$ cat src/rtl/reg_scoreboard.sv
// rtl/reg_scoreboard.sv - ID-stage register scoreboard: RAW/WAW stall generation and flush rollback
// Tracks cycles until each pending register result becomes forwardable.
module reg_scoreboard #(
  parameter int LOAD_LAT = 1,
  parameter int MUL_LAT  = 3,
  parameter int CW       = $clog2(MUL_LAT + 1)
) (
  input  logic        clk,
  input  logic        rst,
  input  logic        id_valid,
  input  logic [4:0]  id_rs1,
  input  logic [4:0]  id_rs2,
  input  logic        id_use_rs1,
  input  logic        id_use_rs2,
  input  logic [4:0]  id_rd,
  input  logic        id_regwrite,
  input  logic [1:0]  id_lat_sel,
  input  logic        flush,
  output logic        stall,
  output logic        issue,
  output logic [31:0] busy
);

  logic [CW-1:0] cnt_q [1:31];
  logic [CW-1:0] cnt_view [32];

  logic          sh_valid;
  logic [4:0]    sh_rd;
  logic [CW-1:0] sh_cnt;

  logic [CW-1:0] lat_new;
  logic          raw_rs1;
  logic          raw_rs2;
  logic          raw_hazard;
  logic          waw_hazard;
  logic          record;
  logic          rollback;

  function automatic logic [CW-1:0] sat_dec(input logic [CW-1:0] v);
    return (v == '0) ? '0 : v - 1'b1;
  endfunction

  // x0 reads as a permanently idle entry so index 0 needs no special casing below.
  always_comb begin
    cnt_view[0] = '0;
    for (int i = 1; i < 32; i++) begin
      cnt_view[i] = cnt_q[i];
    end
  end

  always_comb begin
    lat_new = '0;
    case (id_lat_sel)
      2'b01:   lat_new = CW'(LOAD_LAT);
      2'b10:   lat_new = CW'(MUL_LAT);
      default: lat_new = '0;
    endcase
  end

  always_comb begin
    raw_rs1    = id_use_rs1 && (id_rs1 != 5'd0) && (cnt_view[id_rs1] != '0);
    raw_rs2    = id_use_rs2 && (id_rs2 != 5'd0) && (cnt_view[id_rs2] != '0);
    raw_hazard = raw_rs1 || raw_rs2;
    waw_hazard = id_regwrite && (id_rd != 5'd0) && (cnt_view[id_rd] > lat_new);
    stall      = id_valid && !flush && (raw_hazard || waw_hazard);
    issue      = id_valid && !stall && !flush;
    record     = issue && id_regwrite && (id_rd != 5'd0);
    rollback   = flush && sh_valid;
  end

  always_comb begin
    busy[0] = 1'b0;
    for (int i = 1; i < 32; i++) begin
      busy[i] = (cnt_q[i] != '0);
    end
  end

  // Record and rollback never coincide: flush suppresses issue.
  always_ff @(posedge clk) begin
    if (rst) begin
      for (int i = 1; i < 32; i++) begin
        cnt_q[i] <= '0;
      end
      sh_valid <= 1'b0;
      sh_rd    <= 5'd0;
      sh_cnt   <= '0;
    end else begin
      for (int i = 1; i < 32; i++) begin
        if (record && (id_rd == 5'(i))) begin
          cnt_q[i] <= lat_new;
        end else if (rollback && (sh_rd == 5'(i))) begin
          cnt_q[i] <= sat_dec(sh_cnt);
        end else begin
          cnt_q[i] <= sat_dec(cnt_q[i]);
        end
      end
      if (record) begin
        sh_valid <= 1'b1;
        sh_rd    <= id_rd;
        sh_cnt   <= sat_dec(cnt_view[id_rd]);
      end else begin
        sh_valid <= 1'b0;
      end
    end
  end

endmodule
$ cat config.mk
export PLATFORM = sky130hd
export DESIGN_NAME = reg_scoreboard
export DESIGN_NICKNAME = d
export VERILOG_FILES = /design/src/rtl/reg_scoreboard.sv
export SDC_FILE = /design/constraint.sdc
export NUM_CORES = 1
export LEC_CHECK = 0
export ABC_AREA = 1
export BUFFER_PORTS_ARGS = -buffer_cell sky130_fd_sc_hd__buf_2
export CAP_MARGIN = 20
export CORE_ASPECT_RATIO = 1.1
export CORE_UTILIZATION = 25
export CTS_CLUSTER_DIAMETER = 60
export DETAILED_ROUTE_END_ITERATION = 12
export HOLD_SLACK_MARGIN = 0.08
export MAX_ROUTING_LAYER = met4
export PLACE_DENSITY = 0.39
export SETUP_SLACK_MARGIN = 0.05
export SLEW_MARGIN = 0
export SYNTH_ARGS = -nofsm -noshare
export SYNTH_HDL_FRONTEND = slang
export SYNTH_SLANG_ARGS = --single-unit
$ cat constraint.sdc
create_clock -name clk -period 5.38 [get_ports clk]
set_clock_uncertainty 0.2 [all_clocks]
set_input_delay 0.269 -clock clk [delete_from_list [all_inputs] [get_ports clk]]
set_output_delay 0.269 -clock clk [all_outputs]
set_load 0.01 [all_outputs]
Yosys cells after proc, flatten, opt, wreduce, memory -nomap -nowiden
Memories as Yosys holds them, arrays and structs flattened.
Index checks and enable logic that the tools add are counted.
{ "op_classes": {"add_sub_neg": 33, "mux": 480, "order_cmp": 4, "bitwise_logic": 96, "n_reduce_logical": 148, "eq_ne": 64} }
{ "op_table": {"columns": ["operator", "n"], "rows": [
  ["1-bit two-way mux", 344],
  ["2-bit two-way mux", 132],
  ["5-bit == test (second input constant)", 32],
  ["1-bit OR", 93],
  ["5-bit by 4-bit == test with 1-bit output (second input constant)", 16],
  ["1-bit logical AND", 75],
  ["2-bit logical NOT", 33],
  ["2-bit nonzero test", 33],
  ["2-bit by 1-bit subtractor with 2-bit output (second input constant)", 33],
  ["5-bit by 3-bit == test with 1-bit output (second input constant)", 8],
  ["2-bit binary-select mux with 5-bit select", 3],
  ["5-bit by 2-bit == test with 1-bit output (second input constant)", 4],
  ["6-bit greater-or-equal comparator (second input constant)", 3],
  ["5-bit inverter with 6-bit output", 3],
  ["5-bit nonzero test", 3],
  ["5-bit by 1-bit == test with 1-bit output (second input constant)", 2],
  ["2-bit case mux with 2 select lines", 1],
  ["2-bit by 1-bit == test with 1-bit output (second input constant)", 1],
  ["2-bit == test (second input constant)", 1],
  ["2-bit greater-than comparator", 1],
  ["1-bit logical NOT", 2],
  ["1-bit logical OR", 2]
]} }
{ "totals": {"out_inout_bits": 34, "register_bits": 8, "n_memories": 1, "elab_cells": 829, "ram_bits": 62, "inputBits": 24} }
{ "mem_list": {"columns": ["memory", "words", "word_bits", "read_ports", "rd_ports_with_merged_regs", "wr", "line_no", "rtl"], "rows": [
  ["cnt_q", 31, 2, 31, 0, 31, "24", "logic [CW-1:0] cnt_q [1:31];"]
]} }

Depth between registers and ports, before layout
Gate-level depths: netlist (run 1).
{ "logic_depth": {"depth_word": 21, "ltp_mapped": 22, "ltp_nobuf": 20} }

Worst setup path after synthesis (run 1)
Ideal clock, no wire load.
{ "synth_path": {"path_type": "input port to flip-flop", "from": "in id_rd[0]", "to": "reg, netlist name cnt_q[0][2]", "setup_time_ns": 0.260, "required_time_ns": 4.920, "arrival_ns": 2.527, "cell_stages": 21, "slack_ns": 2.392, "path_cell_list": "inv_1 nor2_2 inv_1 clkbuf_1 o22ai_1 o21ai_0 nand2_1 nor2_1 nand3_1 nand2_1 inv_1 ha_1 inv_1 nor2_1 o21ai_0 nand2_1 nor2_2 buf_2 nand4_1 nand4_1 nand3_1"} }
{ "synth_rtl": {"columns": ["item", "line_no", "rtl"], "rows": [
  ["start, declared", "15", "input logic [4:0] id_rd,"]
]} }

Worst setup path in the final report (run 1)
{ "layout_path": {"from": "in id_rd[0]", "to": "out stall"} }
{ "layout_via": {"elab_chain_len": 8, "word_cells_on_any_way": 10} }
{ "layout_rtl": {"columns": ["item", "line_no", "rtl"], "rows": [
  ["5-bit inverter with 6-bit output (implied by the code)", "64", "waw_hazard = id_regwrite && (id_rd != 5'd0) && (cnt_view[id_rd] > lat_new);"],
  ["2-bit binary-select mux with 5-bit select", "64", null],
  ["2-bit two-way mux (implied by the code) (2 in a row)", "64", null],
  ["2-bit greater-than comparator", "64", null],
  ["1-bit logical AND (*)", "64", null],
  ["1-bit logical OR (*)", "65", "stall = id_valid && !flush && (raw_hazard || waw_hazard);"],
  ["1-bit logical AND (*)", "65", null],
  ["end, declared", "19", "output logic stall,"]
]} }
Mark *: on every way between the ends. The rest lies on a longest branch, timed or not. The select of a mux whose other input is x is not followed.

==> results of run 1 <==
timing repair:
action	CTS	global route
endpoints found under the setup margin	0	0
endpoints found under the hold margin	4	0
hold buffers	4	0
cells by family (layout without fill, tap and decap cells):
family                   Yosys count  count (layout)
buffers and inverters            221             260
AO/OA/AOI/OAI                     76              76
adder cells (fa/ha/maj)            3               3
flip-flops                        70              70
AND/OR/NAND/NOR                  667             667
other                              2              63
state kept, by name, indices dropped and copies added (netlist names):
name	count
sh_cnt	2
cnt_q	62
sh_rd	5
sh_valid	1
through the flow:
stage	utilization, %	power, mW
CTS	30.3	1.72
finish	30.3	1.71
global placement	28.8	0.995
detailed placement	28.8	0.993
floorplan	-	0.851
global route	30.3	1.78
how the worst min path moves through the flow:
stage	from	end	slack (ns)	cells past startpoint
CTS	rst	sh_cnt[0]$_SDFFE_PP0P_	0.26	2
finish	rst	sh_cnt[0]$_SDFFE_PP0P_	0.27	2
floorplan	id_rd[1]	sh_rd[1]$_SDFFE_PP0P_	0.22	2
global route	rst	sh_cnt[0]$_SDFFE_PP0P_	0.27	2
global placement	sh_cnt[1]$_SDFFE_PP0P_	sh_cnt[1]$_SDFFE_PP0P_	0.28	2
detailed placement	sh_cnt[0]$_SDFFE_PP0P_	sh_cnt[0]$_SDFFE_PP0P_	0.29	2
cell type report:
class,instances,share of cell area (%)
multi-input cells,809,49.1
flip-flops and latches,70,26.4
inverters,166,8.16
repair buffers,78,6.27
well taps,346,5.65
clock buffers,10,2.99
clock inverters,6,1.44
cell usage in the layout (no fill, tap or decap), types with 2 or more instances in the layout:
| cell | netlist | final |
|---|---|---|
| a22oi_1 | 6 | 6 |
| dfxtp_1 | 8 | 8 |
| edfxtp_1 | 62 | 62 |
| a21oi_1 | 20 | 20 |
| nor3_1 | 2 | 2 |
| bufinv_16 | 0 | 3 |
| nor2_2 | 7 | 8 |
| inv_2 | 5 | 4 |
| nor2_1 | 165 | 163 |
| clkbuf_16 | 0 | 9 |
| dlygate4sd3_1 | 0 | 4 |
| nand3_1 | 83 | 83 |
| nand4_1 | 166 | 166 |
| inv_1 | 161 | 160 |
| clkinvlp_4 | 0 | 2 |
| buf_4 | 1 | 16 |
| o22ai_1 | 23 | 23 |
| conb_1 | 2 | 63 |
| ha_1 | 3 | 3 |
| buf_12 | 0 | 2 |
| buf_2 | 6 | 56 |
| o21ai_0 | 24 | 24 |
| nand2_1 | 241 | 241 |
layer usage:
layer  up-vias  share of wire (%)  GRT usage, %
met5         -                  0             -
met1      3471                 43          28.4
met3        47                5.7          2.78
li1       3639                  -             -
met4         0                2.8          7.79
met2       288                 48          39.4
power by group:
group / internal (mW) / switching (mW) / leakage (nW)
registers: 0.620 / 0.0227 / 0.704
clock network: 0.453 / 0.267 / 0.159
logic: 0.0891 / 0.257 / 2.75
total: 1.16 / 0.547 / 3.62
==> metrics.txt, run 1 <==
outcome=completed; nets@finish=between 1k and 1.5k; Critical Path Stages=22; FILL cells=2882; Async SR Flop Fraction=0%; grt ovf=0; Post-Syn Area per Cell=6.20 um2; final cell count without fillers=1485; overall routing resource usage=23.2%; max_cap viols=0; Post-synth EDFFs=62; Power Dens Cells=223 nW/um2; Worst Path Arrival=3.96 ns; Crit path largest cell delay=0.53 ns; DRC=0; worst-path fanout max=23; vias in the first global route=6998; synthesized instance count=1039; die height=170 um; postcts setup bufs=0; DP HPWL=21700 um; CP required=4.91 ns; clk_lat worst skew=0.35 ns; Critical Path Start=id_rd[0]; DRT Pass-1 Iters=6; Slew @ Worst Pin=0.958 ns; Total Neg Setup Slack=0 ns; IO Port Bufs=56; Crit-path slowest cell=dlygate4sd3_1; R2R Setup Slk=1.87 ns; Antenna Nets Post-Route=0; Vias=7445; layout cells sized above 1=slightly above 9%; largest net degree at the start of global routing=97; Setup crit start kind=input pin; post-synthesis mux area share=0%; io pins=58; Worst VDD drop=roughly 0.00014 V; number of hold violations in the final report=0; Yosys cell types=27; register area=2020 um2; worst setup path class=input pin to primary output; final worst slack=roughly 0.95 ns; # resized after CTS=0; crit-path leading delay family=buffers and inverters; TritonCTS clock tree=done; Yosys top cell area share=28.9%; crit path capture=stall; combinational family with the most area after synthesis=simple AND/OR/NAND/NOR gates; most common cell in the netlist=nand2_1; Setup crit end kind=primary output; cell mode on critical path=inv_1; Rows=61; final wirelength=29200 um; Buf+Inv Stages, Crit Path=9; min cycle time layout=4.43 ns; initial core utilization=25.5%; commonest cells in the netlist=nand2_1 (241), nand4_1 (166), nor2_1 (165), inv_1 (161), nand3_1 (83); Synth Area in Compound Gates=6.68%; Adder-Cell Fraction of Synth Area=0.583%; Area Growth Syn to Fin=19.0%; worst-path cell chain=dlygate4sd3_1 -> buf_2 -> inv_1 -> nor2_2 -> buf_4 -> inv_1 -> o22ai_1 -> o21ai_0 -> nand2_1 -> nor2_1 -> nand3_1 -> nand2_1 -> inv_1 -> ha_1 -> inv_1 -> nor2_1 -> o21ai_0 -> nand2_1 -> nor2_2 -> buf_4 -> nor3_1 -> buf_2; Max Buffers Root-to-Sink=2; Die Area=between 20000 and 30000 um2; reg2reg end=cnt_q[0][34]$_DFFE_PP_; DR iter-0 viols=580; Clk pin slew, worst setup/hold paths=0.06 ns; Leak=around 3.6 nW; core area=approximately 25000 um2; area of the multi-input gates=around 3800 um2; RSZ-0062 raised after global routing=false; fmax=0.226 GHz; r2r startpoint=cnt_q[0][62]$_DFFE_PP_; vias per std cell=5.01; largest area contributor in the netlist=edfxtp_1; clock sinks=70; Post-Synth XOR/XNOR Area=0%; Root Driver=clkbuf_16; Reg2Reg Depth=13; setup-violating endpoint count in the final report=0; CTS Buf Count=9; first-pass GRT wire length=43600 um; fin crit share=approximately 80%; initial antenna violation count=0; sequential share of the synthesized area=31.4%; simple-gate share of the synthesized area=47.4%; Placer Congestion=between 0.8 and 0.9; H-tree depth=3; #FFs+latches synth=70; Synth area leaders=edfxtp_1 (29%), nand4_1 (16%), nand2_1 (14%); Place WS=1.25 ns; Placed Instances=1465; synth warn=0; max-slew violations=0; hold_ws=0.272 ns; Hold/Removal Path Class=input pin to register; ys flop type=edfxtp_1; Rel. slew slack=36.1%; number of antenna cells inserted=0; Placed Area=7290 um2; die width=155 um; Mapped Area=6440 um2; post-route cell area=7670 um2; WL/cell=19.7 um
(Power assumes the default switching activity.)
==> inputs of run 2 (changes only) <==
--- a/config.mk
+++ b/config.mk
@@ -14,7 +14,7 @@
 export DETAILED_ROUTE_END_ITERATION = 12
 export HOLD_SLACK_MARGIN = 0.08
 export MAX_ROUTING_LAYER = met4
-export PLACE_DENSITY = 0.39
+export PLACE_DENSITY = 0.41
 export SETUP_SLACK_MARGIN = 0.05
 export SLEW_MARGIN = 0
 export SYNTH_ARGS = -nofsm -noshare
==> constraint.sdc (replaced) <==
create_clock -name clk -period 3.8 [get_ports clk]
set_clock_uncertainty 0.2 [all_clocks]
set_input_delay 0.19 -clock clk [delete_from_list [all_inputs] [get_ports clk]]
set_output_delay 0.19 -clock clk [all_outputs]
set_load 0.01 [all_outputs]
==> run 2 against run 1 <==
Net effect: final area up 1.1%; global-route usage down 0.20 points; utilization up 0.34 points; power up 34%; sequential share of layout area down 0.29 points; final cell count up 0.74%; sequential power up 41%; routed wire length down 1.6%; flip-flop and latch count unchanged; clock power up 19%; hold slack worse by 0.11 ns; clock-buffer cell count unchanged; largest cell class unchanged.
==> metrics.txt, run 2 (synthesis results as in run 1) <==
io pins=58 (unchanged); Crit-path slowest cell=dlygate4sd3_1; Setup crit end kind=primary output; Rows=61 (unchanged); grt met2 use=37.8% (-1.6 points); FILL cells=2847 (-1.2%); fmax=0.280 GHz; DR iter-0 viols=715 (+23%); Placed Area=7370 um2 (+1.1%); WL/cell=19.2 um (-2.4%); worst-path fanout max=12 (-48%); clock sinks=70 (unchanged); grt ovf=0 (unchanged); number of antenna cells inserted=0 (unchanged); post-route cell area=7750 um2 (+1.1%); setup-violating endpoint count in the final report=0 (unchanged); Buf+Inv Stages, Crit Path=8 (-1); Placer Congestion=0.924 (+4.3%); Die Area=26400 um2 (unchanged); overall routing resource usage=23.0% (-0.20 points); Critical Path Stages=21 (-4.5%); Critical Path Start=id_rd[0]; Reg2Reg Depth=19 (+6); Antenna Nets Post-Route=0 (unchanged); reg2reg end=cnt_q[0][27]$_DFFE_PP_; H-tree depth=3 (unchanged); DP HPWL=21100 um (-2.3%); worst setup path class=input pin to primary output; Crit path largest cell delay=0.55 ns (+0.02 ns); IO Port Bufs=56 (unchanged); layout cells sized above 1=10.3% (+1.1 points); Top Registers=cnt_q (62), sh_rd (5), sh_cnt (2); clk_lat worst skew=0.36 ns (about the same); Rel. slew slack=41.1% (+5.0 points); initial antenna violation count=0 (unchanged); R2R Setup Slk=0.51 ns (-1.36 ns); vias per std cell=5.03 (+0.41%); RSZ-0062 raised after global routing=false; Area Growth Syn to Fin=20.3%; fin crit share=94.1%; Setup crit start kind=input pin; min cycle time layout=3.58 ns; final wirelength=28700 um (-1.6%); CP required=3.41 ns (-1.50 ns); TritonCTS clock tree=done; largest register by flop count=cnt_q; DRC=0 (unchanged); core area=25300 um2 (unchanged); number of hold violations in the final report=0 (unchanged); crit path capture=stall; r2r startpoint=cnt_q[0][19]$_DFFE_PP_; crit-path leading delay family=buffers and inverters; Vias=7531 (+1.2%); Slew @ Worst Pin=0.883 ns (-0.0749 ns); most frequent cells in the layout=nand2_1 (241), nand4_1 (166), nor2_1 (163), inv_1 (160), nand3_1 (83); Leak=3.67 nW (+1.5%); DRT Pass-1 Iters=5 (-1); GR Layer Usage met3=2.65% (-0.13 points); die height=170 um (unchanged); GR Util met1=28.3% (-0.14 points); number of flip-flops in the largest register=62 (unchanged); nets@finish=1172 (+0.95%); largest net degree at the start of global routing=89 (-8.2%); Worst Path Arrival=3.19 ns (-0.77 ns); worst-path cell chain=buf_2 -> dlygate4sd3_1 -> inv_1 -> nor2_2 -> inv_2 -> o22ai_1 -> o21ai_0 -> nand2_1 -> nor2_1 -> nand3_1 -> nand2_1 -> inv_1 -> ha_1 -> inv_1 -> nor2_1 -> o21ai_1 -> nand2_1 -> nor2_4 -> buf_12 -> nor3_1 -> buf_2; max_cap viols=0 (unchanged); first-pass GRT wire length=43500 um (-0.21%); Total Neg Setup Slack=0 ns (unchanged); Power Dens Cells=296 nW/um2 (+33%); die width=155 um (unchanged); outcome=completed; vias in the first global route=7272 (+3.9%); Clk pin slew, worst setup/hold paths=0.06 ns (about the same); initial core utilization=25.5% (unchanged); CTS Buf Count=9 (unchanged); commonest non-fill, non-tap cell in the layout=nand2_1; Max Buffers Root-to-Sink=2 (unchanged); Worst VDD drop=0.000162 V (+16%); Hold/Removal Path Class=input pin to register; Root Driver=clkbuf_16; gr busiest metal=met2; Core Util, Final=30.7% (+0.34 points); max-slew violations=0 (unchanged)
[run 2: cell count changes in the layout (fill, tap and decap cells not counted), sizes merged]
cell,before,now
buf,74,84
bufinv,3,0
clkbuf,10,11
clkinvlp,2,3
inv,165,167
[run 2: layout make-up]
class                   instances  area [um2]  area share [%]
clock buffers                  10         239            3.08
clock inverters                 6        45.0           0.581
inverters                     166         626            8.07
multi-input cells             809        3780            48.7
flip-flops and latches         70        2020            26.1
well taps                     346         433            5.59
repair buffers                 89         609            7.86
[run 2: what timing repair did]
item	CTS	global route
endpoints found under the setup margin	0	71
setup buffers	0	1
gates resized for setup	0	6
hold endpoints to repair	4	0
hold buffers	4	0
[run 2: how the worst min path moves through the flow]
| stage | slack [ns] | end | from | cells past startpoint |
|---|---|---|---|---|
| 2_1_floorplan | 0.14 | sh_rd[1]$_SDFFE_PP0P_ | id_rd[1] | 2 |
| 3_3_place_gp | 0.28 | sh_cnt[1]$_SDFFE_PP0P_ | sh_cnt[1]$_SDFFE_PP0P_ | 2 |
| 3_5_place_dp | 0.28 | sh_cnt[1]$_SDFFE_PP0P_ | sh_cnt[1]$_SDFFE_PP0P_ | 2 |
| 4_1_cts | 0.16 | sh_valid$_SDFF_PP0_ | rst | 2 |
| 5_1_grt | 0.19 | sh_valid$_SDFF_PP0_ | rst | 2 |
| 6_report | 0.16 | sh_valid$_SDFF_PP0_ | rst | 2 |
[run 2: power by group]
group / internal [mW] / switching [mW]
combinational: 0.155 / 0.375
clock: 0.463 / 0.394
sequential: 0.877 / 0.0294
total: 1.49 / 0.797
[run 2: through the flow]
stage          power (mW)  worst slack, ns  instances  hold slack, ns
2_1_floorplan        1.20            0.891       1100           0.139
3_3_place_gp         1.42            0.203       1474           0.278
3_5_place_dp         1.41            0.188       1474           0.282
4_1_cts              2.27           0.0949       1494           0.162
5_1_grt              2.38           0.0313       1496           0.193
6_report             2.29            0.224       1496           0.165
[run 2: per-layer routing]
layer	vias up	routed length, um
li1	3666	-
met3	60	1600
met5	-	0
met4	0	1160
met1	3504	12500
met2	301	13500
==> inputs of run 3 (changes only) <==
==> constraint.sdc (replaced) <==
create_clock -name clk -period 3.8 [get_ports clk]
set_clock_uncertainty 0.2 [all_clocks]
set_input_delay 0.19 -clock clk [delete_from_list [all_inputs] [get_ports clk]]
set_output_delay 0.19 -clock clk [all_outputs]
set_load 0.02 [all_outputs]
==> run 3 against run 2 <==
Net effect: via count shrank 0.89%; hold slack gained 0.027 ns; first-iteration DRC count shrank 0.42%; sequential share of layout area grew 0.22 points; die area is the same.
==> metrics.txt, run 3 (synthesis results as in run 1) <==
DP HPWL=21500 um (+1.9%); H-tree depth=3 (unchanged); DRT Pass-1 Iters=6 (+1); max-slew violations=0 (unchanged); number of hold violations in the final report=0 (unchanged); fmax=0.291 GHz (+4.0%); Core Util, Final=30.4% (-0.25 points); Rel. slew slack=32.4% (-8.7 points); Die Area=26400 um2 (unchanged); most frequent cells in the layout=nand2_1 (241), nand4_1 (166), nor2_1 (162), inv_1 (160), nand3_1 (83); largest register by flop count=cnt_q; final worst slack=0.363 ns (+0.138 ns); Worst Path Arrival=3.05 ns (-0.14 ns); Total Neg Setup Slack=0 ns (unchanged); Hold/Removal Path Class=input pin to register; clk_lat worst skew=0.36 ns (about the same); P_sw=0.790 mW (-0.90%); RSZ-0062 raised after global routing=false; WHS Path Cells=2 (unchanged); CP required=3.41 ns (about the same); die height=170 um (unchanged); clock sinks=70 (unchanged); WL/cell=19.4 um (+0.93%); die width=155 um (unchanged); grt ovf=0 (unchanged); number of antenna cells inserted=0 (unchanged); vias per std cell=5.00 (-0.62%); CTS Buf Count=9 (unchanged); initial antenna violation count=0 (unchanged); Placer Congestion=0.907 (-1.9%); final cell count without fillers=1492 (-0.27%); layout cells sized above 1=9.77% (-0.49 points); core area=25300 um2 (unchanged); DR iter-0 viols=712 (-0.42%); postcts setup bufs=0 (unchanged); first-pass GRT wire length=44200 um (+1.5%); DRC=0 (unchanged); Leak=3.64 nW (-0.96%); Reg2Reg Depth=18 (-1); outcome=completed; Area Growth Syn to Fin=19.3%; Placed Area=7340 um2 (-0.37%); IO Port Bufs=56 (unchanged); Antenna Nets Post-Route=0 (unchanged); Placed Instances=1472 (-0.14%); Root Driver=clkbuf_16; nets@finish=1168 (-0.34%); Slew @ Worst Pin=1.01 ns (+0.131 ns); Setup crit start kind=input pin; Top Registers=cnt_q (62), sh_rd (5), sh_cnt (2); Net Sw Frac=34.0% (-0.83 points); Power Dens Cells=303 nW/um2 (+2.4%); combinational share of power=22.0% (-1.1 points); commonest non-fill, non-tap cell in the layout=nand2_1; Max Buffers Root-to-Sink=2 (unchanged); initial core utilization=25.5% (unchanged); Setup crit end kind=primary output; Worst VDD drop=0.000173 V (+6.5%); io pins=58 (unchanged); min cycle time layout=3.44 ns (-0.138 ns); vias in the first global route=7289 (+0.23%); setup-violating endpoint count in the final report=0 (unchanged); Internal Power=1.54 mW (+2.8%); post-route cell area=7690 um2 (-0.82%); overall power=2.33 mW (+1.5%); TritonCTS clock tree=done; Clk pin slew, worst setup/hold paths=0.07 ns (about the same); largest net degree at the start of global routing=100 (+12%); Rows=61 (unchanged); hold_ws=0.192 ns (+0.0275 ns); worst setup path class=input pin to primary output; fin crit share=90.5% (-3.6 points); Clock power frac=39.0% (+1.6 points); final wirelength=28900 um (+0.66%); number of flip-flops in the largest register=62 (unchanged); worst-path fanout max=20 (+8); max_cap viols=0 (unchanged); Sequential Power Share=39.0% (-0.5 points); Vias=7464 (-0.89%); overall routing resource usage=23.3% (+0.25 points); Place WS=0.204 ns (+0.0162 ns)
[run 3: changes by cell type in the layout (fill, tap and decap cells not counted), sizes merged]
cell,before,now
buf,84,81
bufinv,0,1
clkinv,2,3
clkinvlp,3,2
inv,167,165
[run 3: area by class of cell]
type | instances | area [um2]
fillers | 2862 | 17600
multi-input cells | 809 | 3770
flip-flops and latches | 70 | 2020
inverters | 166 | 626
repair buffers | 85 | 537
well taps | 346 | 433
clock buffers | 11 | 243
clock inverters | 5 | 58.8
[run 3: power groups by stage]
stage                     Sequential, mW  Clock [mW]  Combinational [mW]
final                              0.908       0.907               0.512
after global routing               0.914       0.952               0.559
after CTS                          0.909       0.921               0.504
after detailed placement           0.925           0               0.499
after global placement             0.925           0               0.503
after floorplan                    0.913           0               0.309
[run 3: critical path, stage by stage]
cell and delay (ns):
dlygate4sd3_1 0.53, buf_2 0.18, nor2_1 0.08, buf_4 0.17, nand2_1 0.11, o21ai_0 0.08
a21oi_1 0.15, nand2_1 0.07, o22ai_1 0.25, ha_1 0.29, a21oi_1 0.15, o21ai_0 0.12
nand2_1 0.11, nor2_2 0.05, buf_6 0.19, nor3_1 0.13, buf_2 0.19
[run 3: what timing repair did]
action	CTS	global route
setup endpoints to repair	0	1
gates resized for setup	0	2
hold buffers	4	0
hold endpoints to repair	4	0
[run 3: worst paths after layout]
kind                                  to                    from  slack [ns]
setup / recovery                   stall                id_rd[2]        0.36
hold / removal    sh_cnt[0]$_SDFFE_PP0P_                     rst        0.19
setup reg to reg   cnt_q[0][5]$_DFFE_PP_  cnt_q[0][15]$_DFFE_PP_        0.56
hold reg to reg   sh_cnt[1]$_SDFFE_PP0P_  sh_cnt[1]$_SDFFE_PP0P_        0.29
[run 3: layer usage]
metal | vias to the layer above | wire (um) | track usage, % | share of wire (%)
li1 | 3652 | - | - | -
met1 | 3511 | 13100 | 29.0 | 45
met2 | 247 | 13900 | 39.1 | 48
met3 | 54 | 1250 | 2.34 | 4.3
met4 | 0 | 758 | 8.14 | 2.6
met5 | - | 0 | - | 0
